<file path="src/rtl/slow_clk_pkg.sv">
// rtl/slow_clk_pkg.sv - shared state encoding and default sizing for the slow clock blocks
package slow_clk_pkg;

  typedef enum logic [2:0] {
    IDLE   = 3'd0,
    ACQ    = 3'd1,
    MEAS   = 3'd2,
    LOCKED = 3'd3,
    LOST   = 3'd4
  } clk_state_t;

  localparam int default_counter_size = 17;
  localparam logic [default_counter_size-1:0] default_timeout_limit = 17'h1FFFF;

  // States in which a missing edge counts toward the loss timeout
  function automatic logic is_tracking(input clk_state_t s);
    return (s == ACQ) || (s == MEAS) || (s == LOCKED);
  endfunction

endpackage

</file>
<file path="src/rtl/slow_clk_monitor_if.sv">
// rtl/slow_clk_monitor_if.sv - slow clock input and status/measurement outputs of the monitor
interface slow_clk_monitor_if
  import slow_clk_pkg::*;
#(
  parameter int counter_size = default_counter_size
);
  logic                    slow_clk_in;
  logic                    rise_tick;
  logic                    fall_tick;
  logic [counter_size-1:0] half_period;
  logic                    period_valid;
  logic                    locked;
  logic                    lost;

  modport master (
    output slow_clk_in,
    input  rise_tick, fall_tick, half_period, period_valid, locked, lost
  );

  modport slave (
    input  slow_clk_in,
    output rise_tick, fall_tick, half_period, period_valid, locked, lost
  );
endinterface

</file>
<file path="src/rtl/sync_edge_detect.sv">
// rtl/sync_edge_detect.sv - two-flop synchronizer with edge detect and registered rise/fall ticks
module sync_edge_detect (
  input  logic fast_clk,
  input  logic reset,
  input  logic slow_clk_in,
  output logic edge_now,
  output logic rise_tick,
  output logic fall_tick
);
  logic sync1;
  logic sync2;
  logic prev;

  assign edge_now = sync2 ^ prev;

  // prev resets low, so an input already high at release yields one rise
  always_ff @(posedge fast_clk or posedge reset) begin
    if (reset) begin
      sync1     <= 1'b0;
      sync2     <= 1'b0;
      prev      <= 1'b0;
      rise_tick <= 1'b0;
      fall_tick <= 1'b0;
    end else begin
      sync1     <= slow_clk_in;
      sync2     <= sync1;
      prev      <= sync2;
      rise_tick <= edge_now & sync2;
      fall_tick <= edge_now & ~sync2;
    end
  end
endmodule

</file>
<file path="src/rtl/slow_clk_monitor.sv">
// rtl/slow_clk_monitor.sv - measures slow clock half-periods in fast_clk cycles and tracks lock/loss
module slow_clk_monitor
  import slow_clk_pkg::*;
#(
  parameter int                      counter_size  = default_counter_size,
  parameter logic [counter_size-1:0] timeout_limit = default_timeout_limit,
  parameter int                      tolerance     = 2,
  parameter int                      lock_edges    = 4
) (
  input  logic               fast_clk,
  input  logic               reset,
  slow_clk_monitor_if.slave  bus
);
  localparam int lc_w = $clog2(lock_edges + 1);
  localparam logic [counter_size:0] tol_w       = (counter_size + 1)'(tolerance);
  localparam logic [lc_w-1:0]       lock_target = lc_w'(lock_edges);

  clk_state_t              state;
  clk_state_t              state_next;
  logic [counter_size-1:0] counter;
  logic [counter_size:0]   ref_val;
  logic [lc_w-1:0]         lock_count;
  logic [lc_w-1:0]         lc_next;
  logic [counter_size-1:0] half_period_q;
  logic                    period_valid_q;

  logic                    edge_now;
  logic [counter_size:0]   cap;
  logic [counter_size:0]   diff;
  logic                    match;
  logic                    timeout;
  logic                    capture;

  sync_edge_detect u_sync (
    .fast_clk    (fast_clk),
    .reset       (reset),
    .slow_clk_in (bus.slow_clk_in),
    .edge_now    (edge_now),
    .rise_tick   (bus.rise_tick),
    .fall_tick   (bus.fall_tick)
  );

  // One extra bit so a saturated counter plus one and the difference never wrap
  assign cap     = {1'b0, counter} + 1'b1;
  assign diff    = (cap >= ref_val) ? (cap - ref_val) : (ref_val - cap);
  assign match   = (diff <= tol_w);
  assign timeout = (counter == timeout_limit) && !edge_now;
  assign capture = edge_now && is_tracking(state);

  always_comb begin
    state_next = state;
    lc_next    = lock_count;
    case (state)
      IDLE: begin
        if (edge_now) state_next = ACQ;
      end
      ACQ: begin
        if (edge_now) begin
          lc_next    = '0;
          state_next = MEAS;
        end
      end
      MEAS: begin
        if (edge_now) begin
          if (match) begin
            lc_next = lock_count + 1'b1;
            if (lc_next == lock_target) state_next = LOCKED;
          end else begin
            lc_next = '0;
          end
        end
      end
      LOCKED: begin
        if (edge_now && !match) begin
          lc_next    = '0;
          state_next = MEAS;
        end
      end
      LOST: begin
        if (edge_now) state_next = ACQ;
      end
      default: begin
        state_next = IDLE;
        lc_next    = '0;
      end
    endcase
    // timeout already excludes an edge in the same cycle, so the edge wins
    if (timeout && is_tracking(state)) begin
      state_next = LOST;
      lc_next    = '0;
    end
  end

  always_ff @(posedge fast_clk or posedge reset) begin
    if (reset) begin
      state          <= IDLE;
      lock_count     <= '0;
      counter        <= '0;
      ref_val        <= '0;
      half_period_q  <= '0;
      period_valid_q <= 1'b0;
    end else begin
      state          <= state_next;
      lock_count     <= lc_next;
      period_valid_q <= capture;
      if (edge_now) begin
        counter <= '0;
      end else if (counter != timeout_limit) begin
        counter <= counter + 1'b1;
      end
      if (capture) begin
        half_period_q <= cap[counter_size-1:0];
        ref_val       <= cap;
      end
    end
  end

  assign bus.half_period  = half_period_q;
  assign bus.period_valid = period_valid_q;
  assign bus.locked       = (state == LOCKED);
  assign bus.lost         = (state == LOST);
endmodule

</file>
<file path="src/flat_wrapper.sv">
// flat-port wrapper written by rule: the top's interface ports become plain ports
module slow_clk_monitor_flat import slow_clk_pkg::*;
#(
  parameter int                      counter_size  = default_counter_size,
  parameter logic [counter_size-1:0] timeout_limit = default_timeout_limit,
  parameter int                      tolerance     = 2,
  parameter int                      lock_edges    = 4
)
  (fast_clk, reset, bus_slow_clk_in, bus_rise_tick, bus_fall_tick, bus_half_period, bus_period_valid, bus_locked, bus_lost);
  slow_clk_monitor_if #(.counter_size(counter_size)) bus_i ();
  input  logic fast_clk;
  input  logic reset;
  input wire logic [$bits(bus_i.slow_clk_in)-1:0] bus_slow_clk_in;
  output wire logic [$bits(bus_i.rise_tick)-1:0] bus_rise_tick;
  output wire logic [$bits(bus_i.fall_tick)-1:0] bus_fall_tick;
  output wire logic [$bits(bus_i.half_period)-1:0] bus_half_period;
  output wire logic [$bits(bus_i.period_valid)-1:0] bus_period_valid;
  output wire logic [$bits(bus_i.locked)-1:0] bus_locked;
  output wire logic [$bits(bus_i.lost)-1:0] bus_lost;
  assign bus_i.slow_clk_in = bus_slow_clk_in;
  assign bus_rise_tick = bus_i.rise_tick;
  assign bus_fall_tick = bus_i.fall_tick;
  assign bus_half_period = bus_i.half_period;
  assign bus_period_valid = bus_i.period_valid;
  assign bus_locked = bus_i.locked;
  assign bus_lost = bus_i.lost;
  slow_clk_monitor #(.counter_size(counter_size), .timeout_limit(timeout_limit), .tolerance(tolerance), .lock_edges(lock_edges)) u_core (.fast_clk(fast_clk), .reset(reset), .bus(bus_i));
endmodule
</file>
<file path="config.mk">
export PLATFORM = sky130hd
export DESIGN_NAME = slow_clk_monitor_flat
export DESIGN_NICKNAME = d
export VERILOG_FILES = /design/src/rtl/slow_clk_pkg.sv /design/src/rtl/slow_clk_monitor_if.sv /design/src/rtl/sync_edge_detect.sv /design/src/rtl/slow_clk_monitor.sv /design/src/flat_wrapper.sv
export SDC_FILE = /design/constraint.sdc
export NUM_CORES = 1
export LEC_CHECK = 0
export ABC_AREA = 1
export BUFFER_PORTS_ARGS = -buffer_cell sky130_fd_sc_hd__buf_4
export CORE_MARGIN = 2
export CORE_UTILIZATION = 63
export DETAILED_ROUTE_END_ITERATION = 10
export GPL_TIMING_DRIVEN = 1
export PLACE_DENSITY = 0.82
export SYNTH_ARGS = -nofsm -noshare
export SYNTH_HDL_FRONTEND = slang
export SYNTH_SLANG_ARGS = --single-unit
</file>
<file path="constraint.sdc">
create_clock -name fast_clk -period 4.7 [get_ports fast_clk]
set_input_delay 0.47 -clock fast_clk [delete_from_list [all_inputs] [get_ports fast_clk]]
set_output_delay 0.47 -clock fast_clk [all_outputs]
set_load 0.02 [all_outputs]
</file>
======== Yosys cells after proc, flatten, opt, wreduce, memory -nomap -nowiden ========
Index checks and enable logic that the tools add are counted.
cells by class
  add/subtract/negate cells ............... 5
  multipliers ............................. 0
  div/mod/pow operators ................... 0
  order comparisons ....................... 2
  equality and inequality tests ........... 14
  shift-type cells ........................ 0
  muxes and demuxes ....................... 17
  bitwise gates (word level) .............. 4
  reductions and logical operators ........ 13
operators by type and width
  cell                                                                      count
  3-bit 2-to-1 mux                                                          12
  18-bit subtractor                                                         2
  17-bit 2-to-1 mux                                                         2
  3-bit case mux with 4 select lines                                        2
  17-bit by 1-bit adder with 18-bit output (second input constant)          1
  18-bit >= comparator                                                      1
  18-bit by 2-bit <= comparator with 1-bit output (second input constant)   1
  18-bit 2-to-1 mux                                                         1
  17-bit by 1-bit adder with 17-bit output (second input constant)          1
  17-bit == test (second input constant)                                    1
  17-bit inequality test (second input constant)                            1
  3-bit by 2-bit inequality test with 1-bit output (second input constant)  3
  3-bit by 2-bit == test with 1-bit output (second input constant)          2
  3-bit == test (second input constant)                                     2
  3-bit by 1-bit inequality test with 1-bit output (second input constant)  2
  6-bit AND reduction                                                       1
  1-bit logical AND                                                         4
  4-bit AND reduction                                                       1
  3-bit by 1-bit adder with 3-bit output (second input constant)            1
  3-bit by 1-bit == test with 1-bit output (second input constant)          1
  3-bit zero test                                                           1
  3-bit inequality test (second input constant)                             1
  1-bit AND                                                                 2
  1-bit zero test                                                           2
  6 further kinds                                                           7
storage, ports and cells
  flip-flop bits (word level) ............. 64
  latch bits .............................. 0
  RAM bits ................................ 0
  ROM bits ................................ 0
  bits of input ports ..................... 3
  output and inout bits ................... 22
  logic and storage cells ................. 66
  memories kept ........................... 0

======== Depth between registers and ports, before layout ========
  word-level depth ........................ 9
  depth in mapped cells ................... 39
  mapped depth without buffers ............ 38

======== Hierarchy ========
From an unflattened synthesis, not the netlist that was laid out.
second synthesis, totals
  cell total of the unflattened synthesis .. 745
  area, all modules ....................... 4,774.6 µm²
by module, submodules not included
  module            instances  cells an instance  area each (µm²)  sequential area each (µm²)
  slow_clk_monitor  1          734                4,609.4          1,051.0
  sync_edge_detect  1          11                 165.2            125.1

======== Worst setup path after synthesis ========
Ideal clock, no wire load.
  path kind ............................... register -> register
  from .................................... register u_core.counter[0]
  to ...................................... register u_core.state[1]
  library setup time ...................... 117 ps
  arrival time ............................ 3,554 ps
  data required time ...................... 4,583 ps
  setup slack ............................. 1,029 ps
  cell stages (with the launch flop) ...... 29
  buffers on the path ..................... 1
  clock period less this slack ............ 3,671 ps
  path through ............................ dfrtp_1 inv_1 nor3_1 nand2_1 nor2_1 nand4_1 nor2_1 nand4_1 xor2_1 inv_1 ha_1 nand2_2 nor2_2 nand2_2 nor2_4 nor2_4 nand2_4 buf_8 nand2_2 nand2_2 nor2_1 nor2_1 nand2_1 nor2_2 nand3_1 nand2_1 nand3_2 nand2_1 nand2_1
on the way
  word-level cells in the longest chain between the ends .. 8
  elaborated cells on any way between the ends .. 19
  those cells by class .................... add/sub (3); order compare (2); eq/ne (7); mux (2); reduce/logical (5)
RTL lines
  element                                                           RTL line                 text
  start, declared                                                   slow_clk_monitor.sv:20   logic [counter_size-1:0] counter;
  start signal, assigned                                            slow_clk_monitor.sv:109  counter <= counter + 1'b1;
  17-bit by 1-bit adder with 18-bit output (*)                      slow_clk_monitor.sv:44   assign cap = {1'b0, counter} + 1'b1;
  net u_core.cap[0]                                                 slow_clk_monitor.sv:28   logic [counter_size:0] cap;
  18-bit subtractor / 18-bit >= comparator (equally long branches)  slow_clk_monitor.sv:45   assign diff = (cap >= ref_val) ? (cap - ref_val) : (ref_val - cap);
  18-bit 2-to-1 mux (*)                                             slow_clk_monitor.sv:45
  18-bit by 2-bit <= comparator with 1-bit output (*)               slow_clk_monitor.sv:46   assign match = (diff <= tol_w);
  1-bit zero test                                                   slow_clk_monitor.sv:74   if (edge_now && !match) begin
  1-bit logical AND                                                 slow_clk_monitor.sv:74
  3-bit by 1-bit inequality test with 1-bit output (no line)        -
  6-bit AND reduction (no line) (*)                                 -
  end signal, assigned                                              slow_clk_monitor.sv:103  state <= state_next;
  end, declared                                                     slow_clk_monitor.sv:18   clk_state_t state;
Mark *: on every way through the listed nets, which the timed path passes. The rest lies on a longest branch.
A chain may end at the register's enable or synchronous reset.

======== Worst setup path in the final report ========
Same ends and word-level chain as after synthesis.

==> flow_metrics.py <==
metrics = {
    "status": {
        "status": "finished, final reports clean",
    },
    "cts": {
        "cts_root_buf": "clkbuf_8",
        "cts.clk_slew.worst_paths_ps": 90,
        "cts_buffer_depth": 2,
        "cts_buffers": 5,
        "h-tree-depth": 2,
        "holdBufCountCts": 0,
        "cts_tree": "yes",
        "clkLatencyLatePin_ps": 300,
        "clock-sinks": 47,
    },
    "timing": {
        "finalHoldViolCount": 0,
        "final.period_utilization_pct": 91.1,
        "finalSetupTns_ps": 0,
        "drv_slew": 0,
        "fmax_mhz": 234,
        "worstMarginPinSlew_ps": 937,
        "rsz0062_at_grt": "false",
        "period_needed_ps": 4280,
        "setup_ws_ps": 420,
        "setup_viol": 0,
        "finClkSkew_ps": 10.1,
        "slew_headroom_pct": 37.4,
    },
    "global_route": {
        "grt_pass1_vias": 4477,
        "grtUsageTotal_pct": 31.1,
        "grt_overflow": 0,
        "grt_pass1_wl_microns": 20800,
        "grt_start_max_net_pins": 48,
        "antenna_found_initial": 0,
    },
    "power": {
        "leakagePower_nw": 3.03,
        "ir_drop_mv": 0.380,
        "total_power_mw": 2.32,
        "p_comb_share_pct": 65.1,
        "power.share.sequential_pct": 20.1,
        "p_sw_share_pct": 50.9,
        "p_sw_mw": 1.18,
        "pwr_density_cell_mw_per_mm2": 454,
        "clkPwrFrac_pct": 14.8,
        "p_int_mw": 1.14,
    },
    "drt": {
        "vias_per_cell": 5.37,
        "wl_microns": 12500,
        "drc": 0,
        "drt_pass1_iterations": 5,
        "wl_per_cell_microns": 14.1,
        "first_iter_violations": 330,
        "ant_nets": 0,
        "num_vias": 4767,
    },
    "yosys": {
        "synth_cell_type_count": 33,
        "synth_top_family_by_area": "simple AND/OR/NAND/NOR gates",
        "syn_avg_cell_area_sq_um": 6.15,
        "synth_xor_area_share_pct": 1.64,
        "yosys.area_share.simple_pct": 37.5,
        "synthCells": 779,
        "netlist_area_sq_mm": 0.00479,
        "syn_nets": 825,
        "ys_warn_count": 0,
        "synthMuxAreaShare_pct": 0,
        "yosys.area_share.adder_pct": 11.5,
        "synth_compound_area_share_pct": 8.30,
        "synth-seq-cells": 47,
        "yosysSeqAreaShare_pct": 24.5,
    },
    "floorplan": {
        "dieArea_sq_mm": 0.00832,
        "initial_core_util_pct": 65.7,
        "ioPinCount": 25,
        "die_y_microns": 91.2,
        "fp-row-count": 31,
        "core_sq_mm": 0.00729,
        "fp.dieW_microns": 91.2,
    },
    "critical_path": {
        "cp_max_fo": 11,
        "critPathKind": "reg -> reg",
        "cp.arrival_ps": 4480,
        "worstPathRequired_ps": 4900,
        "rrSetupSlack_ps": 420,
        "start_kind": "flop",
        "endpoint_kind": "flop",
    },
    "placement": {
        "dpl_worst_slack_ps": 295,
        "place_congestion": 0.947,
        "hpwl_microns": 10100,
        "numPlacedInstances": 878,
        "port_buffers": 24,
    },
    "layout": {
        "area_delta_synth_final_pct": 6.53,
        "nets": 833,
        "instances_no_fill": 887,
        "num_antenna_cells": 0,
        "drive_gt1_share_pct": 9.52,
        "utilization_pct": 70.0,
    },
    "run": {
        "cap_viol_max_count": 0,
    },
    "hold_path": {
        "hold_class": "in -> reg",
    },
}
[flip-flops by register name (all words and copies together) (netlist names)]
register and flops:
u_core.counter 17, u_core.bus.half_period 16, u_core.lock_count 3, u_core.state 3, u_core.ref_val 2, u_core.bus.period_valid 1, u_core.u_sync.fall_tick 1, u_core.u_sync.prev 1
u_core.u_sync.rise_tick 1, u_core.u_sync.sync1 1, u_core.u_sync.sync2 1
[stage by stage]
stage / area, sq um / hold slack [ps]
6_report: 5100 / 278
5_1_grt: 5100 / 265
4_1_cts: 5060 / 272
3_5_place_dp: 4930 / 346
3_3_place_gp: 4930 / 344
2_1_floorplan: 4790 / 331
[what timing repair did]
item                                    in CTS  in global routing
endpoints found under the setup margin       0                  6
gates resized for setup                      0                  8
setup buffers                                0                  1
[layer usage]
metal / routed length [microns] / GRT usage (%) / part of all wire, % / vias up
li1: - / - / - / 2403
met1: 5310 / 39.7 / 42 / 2133
met2: 5820 / 51.9 / 46 / 188
met3: 688 / 2.32 / 5.5 / 43
met4: 700 / 17.8 / 5.6 / 0
met5: 0 / 0 / 0 / -
[critical path, cell delays in order, from the launching register on]
cell and delay, ps:
dfrtp_1 390, inv_1 110, nor3_2 240, nand2_1 90
nor2_2 160, nand4_1 130, nor2_1 220, nand4_1 240
xor2_2 270, inv_1 80, ha_1 440, nand2_2 140
nor2_2 210, nand2_2 100, nor2_4 140, nor2_4 70
nand2_4 130, nand2_1 90, nand3_1 90, nand4_1 110
nor2_2 260, nand3_1 110, nand2_1 130, nand3_2 100
nand2_1 90, nand2_1 60
[path summary, 6_finish.rpt]
check                                                   to  cells after the start                start
worst max-delay path                       u_core.state[1]                     25    u_core.counter[0]
worst min-delay path                   u_core.u_sync.sync1                      1      bus_slow_clk_in
worst max register to register             u_core.state[1]                     25    u_core.counter[0]
worst min register to register         u_core.u_sync.sync2                      0  u_core.u_sync.sync1
max in group asynchronous       u_core.bus.half_period[14]                      2                reset
min in group asynchronous        u_core.bus.half_period[0]                      2                reset
[placed cells by master (no fill, tap or decap), types with 3 or more instances in the layout]
| cell | instances |
|---|---|
| buf_4 | 26 |
| xnor2_1 | 3 |
| a21oi_1 | 22 |
| clkbuf_8 | 5 |
| inv_1 | 155 |
| o21ai_0 | 27 |
| nand2_2 | 11 |
| nand2_1 | 260 |
| nand4_1 | 17 |
| nand3_1 | 42 |
| xor2_1 | 4 |
| nor2_2 | 6 |
| inv_2 | 9 |
| nand3_2 | 5 |
| dfrtp_1 | 47 |
| o22ai_1 | 17 |
| nor2_1 | 61 |
| nor3_1 | 5 |
| nor2_4 | 4 |
| ha_1 | 41 |
[power by group through the flow]
stage	combinational, mW	sequential [mW]	clock [mW]
CTS	1.46	0.467	0.346
global placement	1.43	0.472	0
global route	1.70	0.471	0.362
detailed placement	1.45	0.475	0
finish	1.51	0.467	0.343
floorplan	1.13	0.472	0
[cell usage after synthesis (all sizes together)]
library cell  instances  area (sq um)
nor2                 71           304
ha                   41           513
and2                  1          6.26
a21oi                23           119
fa                    2          40.0
clkbuf                5          18.8
inv                 164           616
nand3                47           260
nor3                  7          40.0
xnor2                 3          26.3
xor2                  6          52.6
o22ai                17           106
buf                  20           153
o21ai                27           135
nor4                  2          12.5
nand2               273          1060
o211ai                1          7.51
nand3b                1          7.51
a21boi                1          7.51
a21o                  2          15.0
nand4                17           106
o21a                  1          7.51
dfrtp                47          1180
[cell families after synthesis]
kind of cell    after synthesis
fa+ha+maj                    43
flops                        47
compound gates               72
simple gates                419
buf+inv                     189
xor+xnor                      9
[cell type report]
type,count,area (sq um)
repair buffers,26,195
fillers,667,2190
inverters,164,616
clock inverters,2,60.1
clock buffers,6,72.6
well taps,99,124
flip-flops and latches,47,1180
multi-input cells,543,2860
Note: power is estimated with default switching activity, not from simulation.
